### src/rtl/regset_writeback.sv
// Writeback arbiter for the 32 x 32-bit register set: merges the never-stalled ALU
// result with an in-order load FIFO and reports per-register pending-write flags.
module regset_writeback #(
    parameter int XLEN  = 32,
    parameter int DEPTH = 4,
    parameter int CW    = 3
) (
    input  logic            CLK,
    input  logic            RES,
    input  logic            alu_valid,
    input  logic [4:0]      alu_rd,
    input  logic [XLEN-1:0] alu_data,
    input  logic            ld_valid,
    output logic            ld_ready,
    input  logic [4:0]      ld_rd,
    input  logic [XLEN-1:0] ld_data,
    input  logic [4:0]      A_Q0,
    input  logic [4:0]      A_Q1,
    input  logic [4:0]      A_QD,
    output logic            busy_Q0,
    output logic            busy_Q1,
    output logic            busy_QD,
    output logic [XLEN-1:0] D,
    output logic [4:0]      A_D,
    output logic            write_enable,
    output logic [CW-1:0]   fifo_count
);

    localparam int PW = $clog2(DEPTH);

    logic [XLEN-1:0]  data_mem [DEPTH];
    logic [4:0]       rd_mem   [DEPTH];
    logic [PW-1:0]    wr_ptr;
    logic [PW-1:0]    rd_ptr;
    logic             alu_sel;
    logic             push;
    logic             pop;
    logic [DEPTH-1:0] occupied;

    // ALU wins the port; x0 destinations are discarded so they never block a pop.
    assign ld_ready = (fifo_count < CW'(DEPTH));
    assign alu_sel  = alu_valid && (alu_rd != 5'd0);
    assign pop      = !alu_sel && (fifo_count != '0);
    assign push     = ld_valid && ld_ready && (ld_rd != 5'd0);

    always_ff @(posedge CLK or posedge RES) begin
        if (RES) begin
            for (int i = 0; i < DEPTH; i++) begin
                data_mem[i] <= '0;
                rd_mem[i]   <= '0;
            end
            wr_ptr     <= '0;
            rd_ptr     <= '0;
            fifo_count <= '0;
        end else begin
            if (push) begin
                data_mem[wr_ptr] <= ld_data;
                rd_mem[wr_ptr]   <= ld_rd;
                wr_ptr           <= wr_ptr + PW'(1);
            end
            if (pop) begin
                rd_ptr <= rd_ptr + PW'(1);
            end
            case ({push, pop})
                2'b10:   fifo_count <= fifo_count + CW'(1);
                2'b01:   fifo_count <= fifo_count - CW'(1);
                default: fifo_count <= fifo_count;
            endcase
        end
    end

    // D and A_D hold their last value on idle cycles; only the strobe drops.
    always_ff @(posedge CLK or posedge RES) begin
        if (RES) begin
            D            <= '0;
            A_D          <= '0;
            write_enable <= 1'b0;
        end else if (alu_sel) begin
            D            <= alu_data;
            A_D          <= alu_rd;
            write_enable <= 1'b1;
        end else if (pop) begin
            D            <= data_mem[rd_ptr];
            A_D          <= rd_mem[rd_ptr];
            write_enable <= 1'b1;
        end else begin
            write_enable <= 1'b0;
        end
    end

    always_comb begin
        occupied = '0;
        for (int i = 0; i < DEPTH; i++) begin
            occupied[i] = CW'(PW'(i) - rd_ptr) < fifo_count;
        end
    end

    function automatic logic query_busy(input logic [4:0] q);
        logic hit;
        hit = write_enable && (A_D == q);
        for (int i = 0; i < DEPTH; i++) begin
            if (occupied[i] && (rd_mem[i] == q)) begin
                hit = 1'b1;
            end
        end
        return hit && (q != 5'd0);
    endfunction

    always_comb begin
        busy_Q0 = query_busy(A_Q0);
        busy_Q1 = query_busy(A_Q1);
        busy_QD = query_busy(A_QD);
    end

endmodule

### config.mk
export PLATFORM = sky130hd
export DESIGN_NAME = regset_writeback
export DESIGN_NICKNAME = d
export VERILOG_FILES = /design/src/rtl/regset_writeback.sv
export SDC_FILE = /design/constraint.sdc
export NUM_CORES = 1
export LEC_CHECK = 0
export CAP_MARGIN = 10
export CORE_ASPECT_RATIO = 0.6
export CORE_MARGIN = 10
export CORE_UTILIZATION = 50
export DETAILED_ROUTE_END_ITERATION = 10
export HOLD_SLACK_MARGIN = 0.1
export PLACE_DENSITY = 0.72
export SLEW_MARGIN = 20
export SYNTH_ARGS = -nofsm -noshare
export SYNTH_HDL_FRONTEND = slang
export SYNTH_SLANG_ARGS = --single-unit
### constraint.sdc
create_clock -name CLK -period 7.9 [get_ports CLK]
set_input_delay 1.58 -clock CLK [delete_from_list [all_inputs] [get_ports CLK]]
set_output_delay 1.58 -clock CLK [all_outputs]
set_load 0.01 [all_outputs]
# --- Word-level counts from Yosys, hierarchy flattened ---
# Cells that the tools add are included.
totals:
  reg_bits: 193
  latch_bits: 0
  mem_bits_rw: 0
  mem_bits_ro: 0
  input_bits: 93
  output_inout_bits: 45
  elab_cells: 112
  memories: 0
classes:
  add_sub_neg: 8
  mul: 0
  n_div: 0
  n_lt_le_gt_ge: 8
  n_eq_ne: 17
  n_shift: 0
  n_mux: 31
  bitwise_logic: 2
  reduce_logical: 32
ops:
  columns: ["operator", "n"]
  rows:
  - ["32-bit 2-to-1 mux", 5]
  - ["128-bit bitwise mux", 1]
  - ["5-bit equality test", 15]
  - ["32-bit binary-select mux with 2-bit select", 1]
  - ["32-bit demux with 2-bit select", 1]
  - ["5-bit 2-to-1 mux", 5]
  - ["5-bit nonzero test", 5]
  - ["1-bit logical AND", 23]
  - ["20-bit bitwise mux", 1]
  - ["1-bit 2-to-1 mux", 14]
  - ["3-bit less-than comparator", 4]
  - ["5-bit binary-select mux with 2-bit select", 1]
  - ["5-bit demux with 2-bit select", 1]
  - ["3-bit >= comparator, second input constant", 2]
  - ["2-bit NOT with 3-bit output", 2]
  - ["3-bit one-hot mux with 2 select lines", 1]
  - ["1-bit by 2-bit subtractor with 3-bit output, first input constant", 2]
  - ["2-bit by 2-bit subtractor with 3-bit output, first input constant", 2]
  - ["2-bit by 1-bit adder with 2-bit output, second input constant", 2]
  - ["2-bit nonzero test", 2]
  - ["3-bit by 1-bit adder with 3-bit output, second input constant", 1]
  - ["3-bit by 1-bit less-than comparator with 1-bit output, second input constant", 1]
  - ["3-bit less-than comparator, second input constant", 1]
  - ["3-bit nonzero test", 1]
  - ["4 further kinds", 4]

# --- Logic depth before layout (Yosys ltp) ---
# Gate-level depths: netlist of the first run.
logic_depth:
  depth_word: 8
  mapped_depth: 12
  depth_no_buf: 10

# --- Least setup slack after synthesis of the first run ---
# Ideal clock, no wire load.
synth_path:
  path_kind: "input -> output"
  from: "input A_Q1[0]"
  to: "output busy_Q1"
  arrival_ns: 2.652
  slack_ns: 3.668
  path_stages: 6
  path_buffers: 1
  path_cell_list: "clkbuf_1 -> xnor2_1 -> nand3_1 -> nor4_1 -> a311oi_1 -> a31oi_1"
synth_via:
  elab_chain_len: 7
  elab_cells_between_ends: 16
synth_lines:
  columns: ["item", "line", "text"]
  rows:
  - ["start, declared", "18", "input logic [4:0] A_Q1,"]
  - ["5-bit equality test, on equally long branches", "100, 102", null]
  - ["1-bit logical AND, on equally long branches", "100, 102", null]
  - ["1-bit 2-to-1 mux (4 in a row)", "102", "if (occupied[i] && (rd_mem[i] == q)) begin"]
  - ["1-bit logical AND (*)", "106", "return hit && (q != 5'd0);"]
  - ["end, declared", "21", "output logic busy_Q1,"]
# Mark *: on every way between the ends. The rest lies on a longest branch, timed or not.

# --- Final worst setup path of the first run ---
# Same ends and word-level chain as after synthesis.

==> metrics.md, run 1 <==
| Metric | Value |
|---|---|
| Avg Cell Area, Syn | `14.5 um2` |
| Fill cell total of the finished layout | `1576` |
| Hold Path Origin | `data_mem[62]$_DFFE_PP0P_` |
| Area share of the largest cell type after synthesis | `0.469` |
| Synth top cells by count | `dfrtp_1, mux2_4, xor2_1, nor2_1` |
| Power Total | `5140 uW` |
| R2r setup slk | `5140 ps` |
| VDD IR max | `0.209 mV` |
| Share of layout cells above drive strength 1 | `0.279` |
| Core area | `20100 um2` |
| Top cell type by total area after synthesis | `dfrtp_1` |
| CP Capture Type | `output pin` |
| Number of flops mapped to enable cells by yosys | `0` |
| Ys async rst share | `1.00` |
| Seq/Total Area, Yosys | `0.469` |
| Die area | `26900 um2` |
| Multiplexer share of the synthesized area | `0.324` |
| IO Port Bufs | `137` |
| Pre-antenna DRT Iters | `5` |
| Post-synthesis simple-gate area fraction | `0.0439` |
| XOR/XNOR Fraction of Synth Area | `0.0681` |
| Reg area | `4830 um2` |
| Placed cell count | `1077` |
| Placement row count | `40` |
| Initial Util | `0.512` |
| Clock-pin slew on the worst setup and hold paths | `70 ps` |
| Final hold vios | `0` |
| Number of global-route vias before repair | `7046` |
| CTS tree | `done` |
| Synth Register Bits | `193` |
| Clock H-tree levels | `4` |
| Initial DRC Count | `357` |
| Top delay family on crit path | `buffers and inverters` |
| RSZ-0062 raised after global routing | `false` |
| Routed Antenna Nets | `0` |
| Main combinational cell family by area after synthesis | `multiplexers` |
| Die Y | `131 um` |
| Top cell by count, worst path | `clkdlybuf4s50_1` |
| Cell variety after synth | `40` |
| Final HPWL DP | `18.7 mm` |
| Reg2Reg Capture Point | `fifo_count[1]$_DFFE_PP0P_` |
| R2R cell count | `7` |
| Critical Path RT | `6320 ps` |
| Setup bufs post-CTS | `0` |
| Final nets | `931` |
| Top post-synthesis cells by area | `dfrtp_1, mux2_4, mux4_2` |
| Slowest stage cell, crit path | `clkdlybuf4s50_1` |
| Rel. slew slack | `0.356` |
| Setup TNS | `0 ps` |
| Min-delay worst type | `flip-flop to flip-flop` |
| Cell Pwr Density | `420 nW/um2` |
| Setup Skew | `8.97 ps` |
| Chip width | `205 um` |
| Max-Cap Viols | `0` |
| Final core occ | `0.608` |
| RR Startpoint | `fifo_count[2]$_DFFE_PP0P_` |
| Clock Tree Buf Depth | `2` |
| Antenna Cells | `0` |
| GR Overflow Total | `0` |
| CTS Root Cell | `clkbuf_16` |
| DR vias/cell | `5.64` |
| Max Slew Vio Count | `0` |
| Cells along the critical path | `clkdlybuf4s50_1, xnor2_1, nand3_1, nor4_1, a311oi_1, a31oi_1, clkdlybuf4s50_1` |
| Crit-path max cell delay | `710 ps` |
| Synth Net Count | `818` |
| CTS Buf Count | `17` |
| Setup crit start kind | `input port` |
| Post-cts sizing count | `0` |
| Worst Hold Slack | `506 ps` |
| Total Wirelength | `26.9 mm` |
| Most common cell in the netlist | `dfrtp_1` |
| Post-synthesis compound-gate area fraction | `0.0312` |
| CP Buf/Inv Count | `2` |
| Top-Level Pins | `138` |
| Hold EP | `data_mem[62]$_DFFE_PP0P_` |
| Synthesized area | `10300 um2` |
| Area grow syn2layout | `18.9%` |
| Antenna violations before repair | `2` |
| Clock sink count | `193` |
| Largest net degree at the start of global routing | `109` |
| CP Max Fanout | `6` |
| Worst hold path depth | `1` |
| Post-Synth Adder-Cell Area | `0.0190` |
| Tightest Pin Transition | `965 ps` |
| Final GP Congestion | `0.985` |
| # DRC | `0` |
| CTS Hold Buffers Added | `0` |
| Final setup viols | `0` |
| Status | `complete, no violations` |
| Non-Filler Instances | `1109` |
| Cell count after synthesis | `710` |
| Worst Path Arrival | `3760 ps` |
| Leak | `0.00542 uW` |
| Ys Warns | `0` |
| WS Path Type | `input port to output pin` |
| Routed via count | `6252` |
| Clock latency at the later pin of the worst-skew pair | `430 ps` |
| Final period utilization | `0.677` |
| Min cycle time layout | `5340 ps` |
| Routed len/inst | `24.3 um` |
| Area of the multi-input gates | `5020 um2` |
| First-pass GRT wire length | `42.5 mm` |
| Prevailing post-synth register cell | `dfrtp_1` |
| All-Layer GR Usage | `0.204` |
| Max Clock Freq | `187 MHz` |
-- worst max-delay path by stage --
stage / from / end / slack [ps] / cells past startpoint
2_1_floorplan: RES / A_D[0]$_DFFE_PP0P_ / 1060 / 1
3_3_place_gp: A_QD[0] / busy_QD / 2560 / 7
3_5_place_dp: A_Q1[4] / busy_Q1 / 2590 / 7
4_1_cts: A_Q1[4] / busy_Q1 / 2580 / 7
5_1_grt: A_Q1[4] / busy_Q1 / 2440 / 7
6_report: A_Q1[0] / busy_Q1 / 2560 / 7
-- area by class of cell --
class,count,share of cell area
Inverter,13,0.00440
Tap cell,273,0.0279
Sequential cell,193,0.395
Multi-Input combinational cell,455,0.410
Timing Repair Buffer,143,0.116
Clock inverter,11,0.00848
Clock buffer,21,0.0384
-- where the power goes --
part           switching (uW)  internal [uW]  total (uW)
logic                     885           1420        2310
clock network             380            463         843
registers                 510           1480        1990
total                    1780           3370        5140
-- state kept, by name (all words and copies together) (netlist names) --
signal / flops
data_mem: 128
D: 32
rd_mem: 20
A_D: 5
fifo_count: 3
rd_ptr: 2
wr_ptr: 2
write_enable: 1
-- worst reg2reg max path, delay by kind of cell (launching register included) --
family                   cells  cell delay [ps]
buffers and inverters        3              520
AO/OA/AOI/OAI                1              880
flip-flops                   1              440
adder cells (fa/ha/maj)      2              690
multiplexers                 1              150
-- metrics by stage --
step,instance area [um2],setup slack (ps)
floorplan,10300,1060
global placement,11700,2560
detailed placement,11700,2590
CTS,12200,2580
global route,12200,2440
finish,12200,2560
-- placed cells by master, fill, tap and decap left out, types with 2 or more instances in the layout --
cell and count:
xor2_1 43, dfrtp_2 2, nor4_1 8, nor3_1 7, mux2_2 30, nand2_8 4
a22o_1 2, a21o_1 2, a311oi_1 3, dfrtp_1 191, mux4_2 37, clkbuf_16 17
clkdlybuf4s50_1 137, xnor2_1 37, nand3_1 5, mux2i_1 36, clkbuf_8 3, or4_1 4
mux2_4 120, clkinv_2 3, clkinvlp_4 2, a31oi_1 4, inv_1 12, inv_6 3
nand2_1 4, nor2_1 39, ha_1 14, buf_4 5, nand4_1 6, clkinv_4 3
a21oi_1 36
-- routing by layer --
metal,vias to the layer above,GRT usage,routed length [um],share of wire
met4,4,0.0468,306,0.011
met1,3279,0.289,12900,0.48
met2,168,0.302,11800,0.44
met5,-,0,33,0.0012
li1,2774,-,-,-
met3,27,0.0596,1850,0.069
-- kinds of logic after synthesis --
| group | after synthesis |
|---|---|
| buf+inv | 62 |
| xor+xnor | 80 |
| compound gates | 55 |
| simple gates | 82 |
| flops | 193 |
| mux | 223 |
| fa+ha+maj | 15 |
No activity file was read; power rests on OpenSTA's default activity.
==> inputs of run 2 (changes only) <==
--- a/config.mk
+++ b/config.mk
@@ -11,7 +11,7 @@
 export CORE_UTILIZATION = 50
 export DETAILED_ROUTE_END_ITERATION = 10
 export HOLD_SLACK_MARGIN = 0.1
-export PLACE_DENSITY = 0.72
+export PLACE_DENSITY = 0.75
 export SLEW_MARGIN = 20
 export SYNTH_ARGS = -nofsm -noshare
 export SYNTH_HDL_FRONTEND = slang
==> constraint.sdc (replaced) <==
create_clock -name CLK -period 4.8 [get_ports CLK]
set_input_delay 0.96 -clock CLK [delete_from_list [all_inputs] [get_ports CLK]]
set_output_delay 0.96 -clock CLK [all_outputs]
set_load 0.01 [all_outputs]
==> run 2 against run 1 <==
  * Clock-buffer cell count shrank 4
  * Non-clock buffer count grew 1
  * Critical path type is now flip-flop to output pin
  * Global-route usage grew 0.24 points
  * Total power grew 68%
  * Flip-flop and latch count is the same
  * Hold slack gained 2.4 ps
  * Highest routed layer is now met4
  * Core utilization grew 0.34 points
  * Sequential power grew 64%
  * Clock skew is essentially flat
==> metrics.md, run 2 (synthesized netlist as in run 1, its figures left out) <==
| Metric | Value |
|---|---|
| Tightest Pin Transition | `1010 ps (+42.9 ps)` |
| Die Y | `131 um (unchanged)` |
| Core area | `20100 um2 (unchanged)` |
| Final setup viols | `0 (unchanged)` |
| Share of layout cells above drive strength 1 | `0.281 (+0.00206)` |
| Top-Level Pins | `138 (unchanged)` |
| Int Pwr | `5620 uW (+67%)` |
| Setup Skew | `8.55 ps (-0.421 ps)` |
| Min-delay worst type | `flip-flop to flip-flop` |
| VDD IR max | `0.371 mV (+78%)` |
| Biggest regs | `data_mem (128), D (32), rd_mem (20)` |
| Leak | `0.00545 uW (+0.55%)` |
| Min cycle time layout | `4480 ps` |
| Reg area | `4830 um2 (unchanged)` |
| Non-Filler Instances | `1112 (+0.27%)` |
| Placement row count | `40 (unchanged)` |
| Max-Cap Viols | `0 (unchanged)` |
| Initial DRC Count | `396 (+11%)` |
| CTS Root Cell | `clkbuf_16` |
| Routed Antenna Nets | `0 (unchanged)` |
| R2r setup slk | `2020 ps (-3120 ps)` |
| Reg2Reg Capture Point | `fifo_count[2]$_DFFE_PP0P_` |
| Total Wirelength | `27.8 mm (+3.2%)` |
| Reg power frac | `0.376 (-0.012)` |
| Critical path endpoint | `busy_Q0` |
| Chip width | `205 um (unchanged)` |
| Pre-antenna DRT Iters | `5 (unchanged)` |
| Final HPWL DP | `19.1 mm (+2.2%)` |
| Final hold vios | `0 (unchanged)` |
| Setup bufs post-CTS | `0 (unchanged)` |
| Rel. slew slack | `0.328 (-0.0286)` |
| Routed len/inst | `25.0 um (+2.9%)` |
| Most frequent cells in the layout | `dfrtp_1, clkdlybuf4s50_1, mux2_4` |
| DR vias/cell | `5.69 (+0.99%)` |
| Clock Tree Buf Depth | `2 (unchanged)` |
| Die area | `26900 um2 (unchanged)` |
| First-pass GRT wire length | `42.5 mm (about the same)` |
| Number of global-route vias before repair | `6883 (-2.3%)` |
| Largest net degree at the start of global routing | `128 (+17%)` |
| GR Overflow Total | `0 (unchanged)` |
| Final period utilization | `0.934` |
| Setup crit start kind | `flip-flop` |
| Initial Util | `0.512 (unchanged)` |
| Max Clock Freq | `223 MHz` |
| NetSw | `3030 uW (+71%)` |
| R2R cell count | `9 (+2)` |
| CP Max Fanout | `18 (+12)` |
| CTS tree | `done` |
| Comb power frac | `0.448 (about the same)` |
| CTS Buf Count | `17 (unchanged)` |
| Clock sink count | `193 (unchanged)` |
| Worst Path Arrival | `3520 ps (-240 ps)` |
| Clock H-tree levels | `4 (unchanged)` |
| Clock-pin slew on the worst setup and hold paths | `80 ps (about the same)` |
| Area grow syn2layout | `19.6%` |
| Post-cts sizing count | `0 (unchanged)` |
| IO Port Bufs | `137 (unchanged)` |
| CTS Hold Buffers Added | `0 (unchanged)` |
| Clock latency at the later pin of the worst-skew pair | `440 ps (about the same)` |
| # DRC | `0 (unchanged)` |
| RSZ-0062 raised after global routing | `false` |
| Final GP Congestion | `0.903 (-8.3%)` |
| Critical Path RT | `3840 ps (-2480 ps)` |
| Fill cell total of the finished layout | `1522 (-3.4%)` |
| Most common cell after layout, fill and taps aside | `dfrtp_1` |
| Max reg flops | `128 (unchanged)` |
| Top reg by flops | `data_mem` |
| Crit. Startpoint | `rd_ptr[1]$_DFFE_PP0P_` |
| Worst hold path depth | `1 (unchanged)` |
| Final nets | `932 (+0.11%)` |
| All-Layer GR Usage | `0.207 (+0.00241)` |
| Clock share of power | `0.175 (+0.011)` |
| Antenna violations before repair | `2 (unchanged)` |
| Cell Pwr Density | `703 nW/um2 (+67%)` |
| Placed cell count | `1078 (+0.093%)` |
| Max Slew Vio Count | `0 (unchanged)` |
| CP Capture Type | `output pin` |
| Switching share of power | `0.351 (+0.00532)` |
| Status | `complete, no violations` |
| WS Path Type | `flip-flop to output pin` |
| Area of the multi-input gates | `5020 um2 (unchanged)` |
| Routed via count | `6331 (+1.3%)` |
| Setup TNS | `0 ps (unchanged)` |
| RR Startpoint | `fifo_count[2]$_DFFE_PP0P_` |
[run 2: cell types whose count changed in the layout (fill, tap and decap cells not counted), sizes merged]
cell,delta
clkinv,-2
diode,+2
inv,+4
buf,+1
bufinv,+2
clkbuf,-4
[run 2: critical path, stage by stage (launching register included)]
cell	delay, ps
dfrtp_2	650
inv_1	120
ha_1	320
inv_1	70
ha_1	190
a21o_1	180
a31oi_1	370
and4_1	270
a311oi_1	50
a31oi_1	280
clkdlybuf4s50_1	590
[run 2: area by class of cell]
type / count / area share
Clock buffer: 17 / 0.0346
Inverter: 13 / 0.00427
Clock inverter: 15 / 0.0160
Antenna cell: 2 / 0.000407
Multi-Input combinational cell: 455 / 0.408
Timing Repair Buffer: 144 / 0.117
Sequential cell: 193 / 0.393
Tap cell: 273 / 0.0278
[run 2: per-stage QoR]
stage	worst slack, ps	hold WS, ps	instance area, um2	power (uW)	util
floorplan	1350	474	10300	5830	-
global route	196	518	12300	9110	0.612
detailed placement	624	490	11700	7130	0.581
finish	315	508	12300	8660	0.612
global placement	626	482	11700	6960	0.581
CTS	332	508	12300	8690	0.612
[run 2: worst min-delay path by stage]
| stage | from | end |
|---|---|---|
| 3_5_place_dp | data_mem[69]$_DFFE_PP0P_ | data_mem[69]$_DFFE_PP0P_ |
| 6_report | data_mem[51]$_DFFE_PP0P_ | data_mem[51]$_DFFE_PP0P_ |
| 3_3_place_gp | data_mem[26]$_DFFE_PP0P_ | data_mem[26]$_DFFE_PP0P_ |
| 2_1_floorplan | data_mem[24]$_DFFE_PP0P_ | data_mem[24]$_DFFE_PP0P_ |
| 5_1_grt | data_mem[59]$_DFFE_PP0P_ | data_mem[59]$_DFFE_PP0P_ |
| 4_1_cts | data_mem[39]$_DFFE_PP0P_ | data_mem[39]$_DFFE_PP0P_ |
[run 2: layer usage]
layer,share of wire,up-vias,wire (um),GRT usage
met5,0,-,0,0
met4,0.0092,0,255,0.0407
met3,0.093,23,2570,0.0690
met2,0.44,232,12300,0.300
met1,0.45,3300,12600,0.294
li1,-,2776,-,-
[run 2: power groups by stage]
stage | sequential [uW] | combinational, uW | clock [uW]
after floorplan | 2980 | 2860 | 0
after CTS | 3240 | 3910 | 1540
after global placement | 3180 | 3780 | 0
after global routing | 3350 | 4160 | 1610
after detailed placement | 3260 | 3870 | 0
final | 3260 | 3880 | 1520
==> inputs of run 3 (changes only) <==
--- a/config.mk
+++ b/config.mk
@@ -5,11 +5,10 @@
 export SDC_FILE = /design/constraint.sdc
 export NUM_CORES = 1
 export LEC_CHECK = 0
-export CAP_MARGIN = 10
 export CORE_ASPECT_RATIO = 0.6
-export CORE_MARGIN = 10
 export CORE_UTILIZATION = 50
 export DETAILED_ROUTE_END_ITERATION = 10
+export GPL_ROUTABILITY_DRIVEN = 0
 export HOLD_SLACK_MARGIN = 0.1
 export PLACE_DENSITY = 0.75
 export SLEW_MARGIN = 20
==> run 3 against run 2 <==
  * Fmax up 4.5%
  * Core utilization up 0.13 points
  * Critical path depth down 2
  * Non-clock buffer count unchanged
  * Clock-buffer cell count up 1
  * Clock power down 4%
  * Total power down 1.7%
  * Flip-flop and latch count unchanged
  * Routed wire length down 12%
  * Sequential power down 3%
  * Largest cell class unchanged
  * Highest routed layer unchanged
==> metrics.md, run 3 (synthesized netlist as in run 1, its figures left out) <==
| Metric | Value |
|---|---|
| Critical Path RT | `3840 ps (about the same)` |
| Status | `complete, no violations` |
| Post-cts sizing count | `0 (unchanged)` |
| Routed len/inst | `22.0 um (-12%)` |
| Rel. slew slack | `0.385 (+0.0574)` |
| Chip width | `187 um (-8.8%)` |
| Die area | `21200 um2 (-21%)` |
| Setup crit start kind | `flip-flop` |
| Reg power frac | `0.372 (-0.004)` |
| Routed via count | `6284 (-0.74%)` |
| R2r setup slk | `2100 ps (+80 ps)` |
| Most frequent cells in the layout | `dfrtp_1, clkdlybuf4s50_1, mux2_4` |
| Reg2Reg Capture Point | `fifo_count[2]$_DFFE_PP0P_` |
| RR Startpoint | `fifo_count[2]$_DFFE_PP0P_` |
| Initial Util | `0.513 (+0.00128)` |
| Core area | `20100 um2 (-0.25%)` |
| Placement row count | `40 (unchanged)` |
| Initial DRC Count | `372 (-6.1%)` |
| CTS Buf Count | `17 (unchanged)` |
| Final setup viols | `0 (unchanged)` |
| IO Port Bufs | `137 (unchanged)` |
| Max Slew Vio Count | `0 (unchanged)` |
| Final period utilization | `0.894 (-0.0406)` |
| CP Buf/Inv Count | `2 (-1)` |
| CP Capture Type | `output pin` |
| Clock latency at the later pin of the worst-skew pair | `440 ps (about the same)` |
| All-Layer GR Usage | `0.245 (+0.0383)` |
| Antenna violations before repair | `2 (unchanged)` |
| Setup Skew | `13.3 ps (+4.78 ps)` |
| Pre-antenna DRT Iters | `5 (unchanged)` |
| Min cycle time layout | `4290 ps (-195 ps)` |
| VDD IR max | `0.311 mV (-16%)` |
| NetSw | `2920 uW (-3.8%)` |
| Top delay family on crit path | `buffers and inverters` |
| Max Clock Freq | `233 MHz (+4.5%)` |
| Tightest Pin Transition | `922 ps (-86.1 ps)` |
| Cells along the critical path | `inv_1, ha_1, nor2b_1, a221o_1, nor4_1, a311oi_1, a31oi_1, clkdlybuf4s50_1` |
| Biggest regs | `data_mem (128), D (32), rd_mem (20)` |
| Switching share of power | `0.343 (-0.00739)` |
| Clock H-tree levels | `4 (unchanged)` |
| First-pass GRT wire length | `39.5 mm (-7.1%)` |
| Most common cell after layout, fill and taps aside | `dfrtp_1` |
| Final nets | `932 (unchanged)` |
| Setup TNS | `0 ps (unchanged)` |
| Comb power frac | `0.456 (+0.008)` |
| Hold Path Origin | `data_mem[49]$_DFFE_PP0P_` |
| Clock Tree Buf Depth | `2 (unchanged)` |
| RSZ-0062 raised after global routing | `false` |
| Largest net degree at the start of global routing | `129 (+0.78%)` |
| Number of global-route vias before repair | `6819 (-0.93%)` |
| Final hold vios | `0 (unchanged)` |
| Worst Hold Slack | `507 ps (-0.794 ps)` |
| R2R cell count | `9 (unchanged)` |
| Placed cell count | `1078 (unchanged)` |
| Total Wirelength | `24.5 mm (-12%)` |
| Hold EP | `data_mem[49]$_DFFE_PP0P_` |
| Worst Path Arrival | `3330 ps (-190 ps)` |
| Clock-pin slew on the worst setup and hold paths | `70 ps (about the same)` |
| Area grow syn2layout | `19.5% (about the same)` |
| Placed instance area | `11700 um2 (+0.11%)` |
| Area of the multi-input gates | `5020 um2 (unchanged)` |
| Top reg by flops | `data_mem` |
| Share of layout cells above drive strength 1 | `0.281 (unchanged)` |
| # DRC | `0 (unchanged)` |
| Top-Level Pins | `138 (unchanged)` |
| Worst hold path depth | `1 (unchanged)` |
| Non-Filler Instances | `1112 (unchanged)` |
| DR vias/cell | `5.65 (-0.74%)` |
| Fill cell total of the finished layout | `1509 (-0.85%)` |
| Total stage count of the critical path | `8 (-2)` |
| Reg area | `4830 um2 (unchanged)` |
| Power Total | `8510 uW (-1.7%)` |
| Clock share of power | `0.172 (-0.003)` |
| Min-delay worst type | `flip-flop to flip-flop` |
| Crit-path max cell delay | `570 ps (-80 ps)` |
| Int Pwr | `5590 uW (-0.60%)` |
| CTS Hold Buffers Added | `0 (unchanged)` |
| Final HPWL DP | `16.2 mm (-15%)` |
| Max reg flops | `128 (unchanged)` |
| Crit. Startpoint | `fifo_count[2]$_DFFE_PP0P_` |
| Final Cell Area | `12300 um2 (about the same)` |
| Leak | `0.00545 uW (-0.10%)` |
| CP Max Fanout | `7 (-11)` |
| Cell Pwr Density | `691 nW/um2 (-1.7%)` |
| Setup bufs post-CTS | `0 (unchanged)` |
| Max-Cap Viols | `0 (unchanged)` |
| Clock sink count | `193 (unchanged)` |
| Routed Antenna Nets | `0 (unchanged)` |
| CTS Root Cell | `clkbuf_16` |
| Slowest stage cell, crit path | `clkdlybuf4s50_1` |
| GR Overflow Total | `0 (unchanged)` |
| WS Path Type | `flip-flop to output pin` |
| Die Y | `113 um (-14%)` |
| CTS tree | `done` |
[run 3: cell types whose count changed in the layout (fill, tap and decap cells not counted)]
| cell | delta |
|---|---|
| bufinv_16 | -1 |
| buf_4 | -1 |
| inv_8 | -3 |
| clkinv_2 | -2 |
| inv_6 | +5 |
| buf_12 | +1 |
| clkbuf_8 | +1 |
[run 3: how the worst max path moves through the flow]
stage	endpoint	slack, ps
after floorplan	A_D[0]$_DFFE_PP0P_	1350
after global placement	busy_Q0	870
after detailed placement	busy_QD	700
after CTS	busy_Q0	580
after global routing	busy_Q0	420
final	busy_QD	510
[run 3: power groups by stage]
stage	Sequential, uW	Clock, uW	Combinational, uW
after floorplan	2980	0	2860
after global placement	3090	0	3740
after detailed placement	3160	0	3860
after CTS	3150	1500	3890
after global routing	3260	1570	4150
final	3170	1460	3880
[run 3: metal layers]
metal	GRT usage	vias to the layer above	wire length, um
li1	-	2780	-
met1	0.375	3257	12000
met2	0.344	227	10400
met3	0.0642	20	1850
met4	0.0590	0	221
met5	0	-	0
[run 3: final cells by class]
type                       count  share of cell area
antenna                        2            0.000407
clock buffer                  18              0.0357
clock inverter                14              0.0135
inverter                      13             0.00427
multi-input combinational    455               0.408
sequential                   193               0.393
tap                          273              0.0278
timing repair buffer         144               0.118
[run 3: through the flow]
step                setup slack (ps)   util
floorplan                       1350      -
global placement                 873  0.583
detailed placement               697  0.583
CTS                              578  0.613
global route                     424  0.613
finish                           510  0.613
[run 3: worst reg2reg max path: cells and delay by family, from the launching register on]
family,cells,cell delay [ps]
AOI/OAI and AO/OA,1,850
buffers and inverters,3,480
adders and majority gates,2,450
DFF,1,420
xor gates and xnor gates,2,290
and+or+nand+nor,1,70
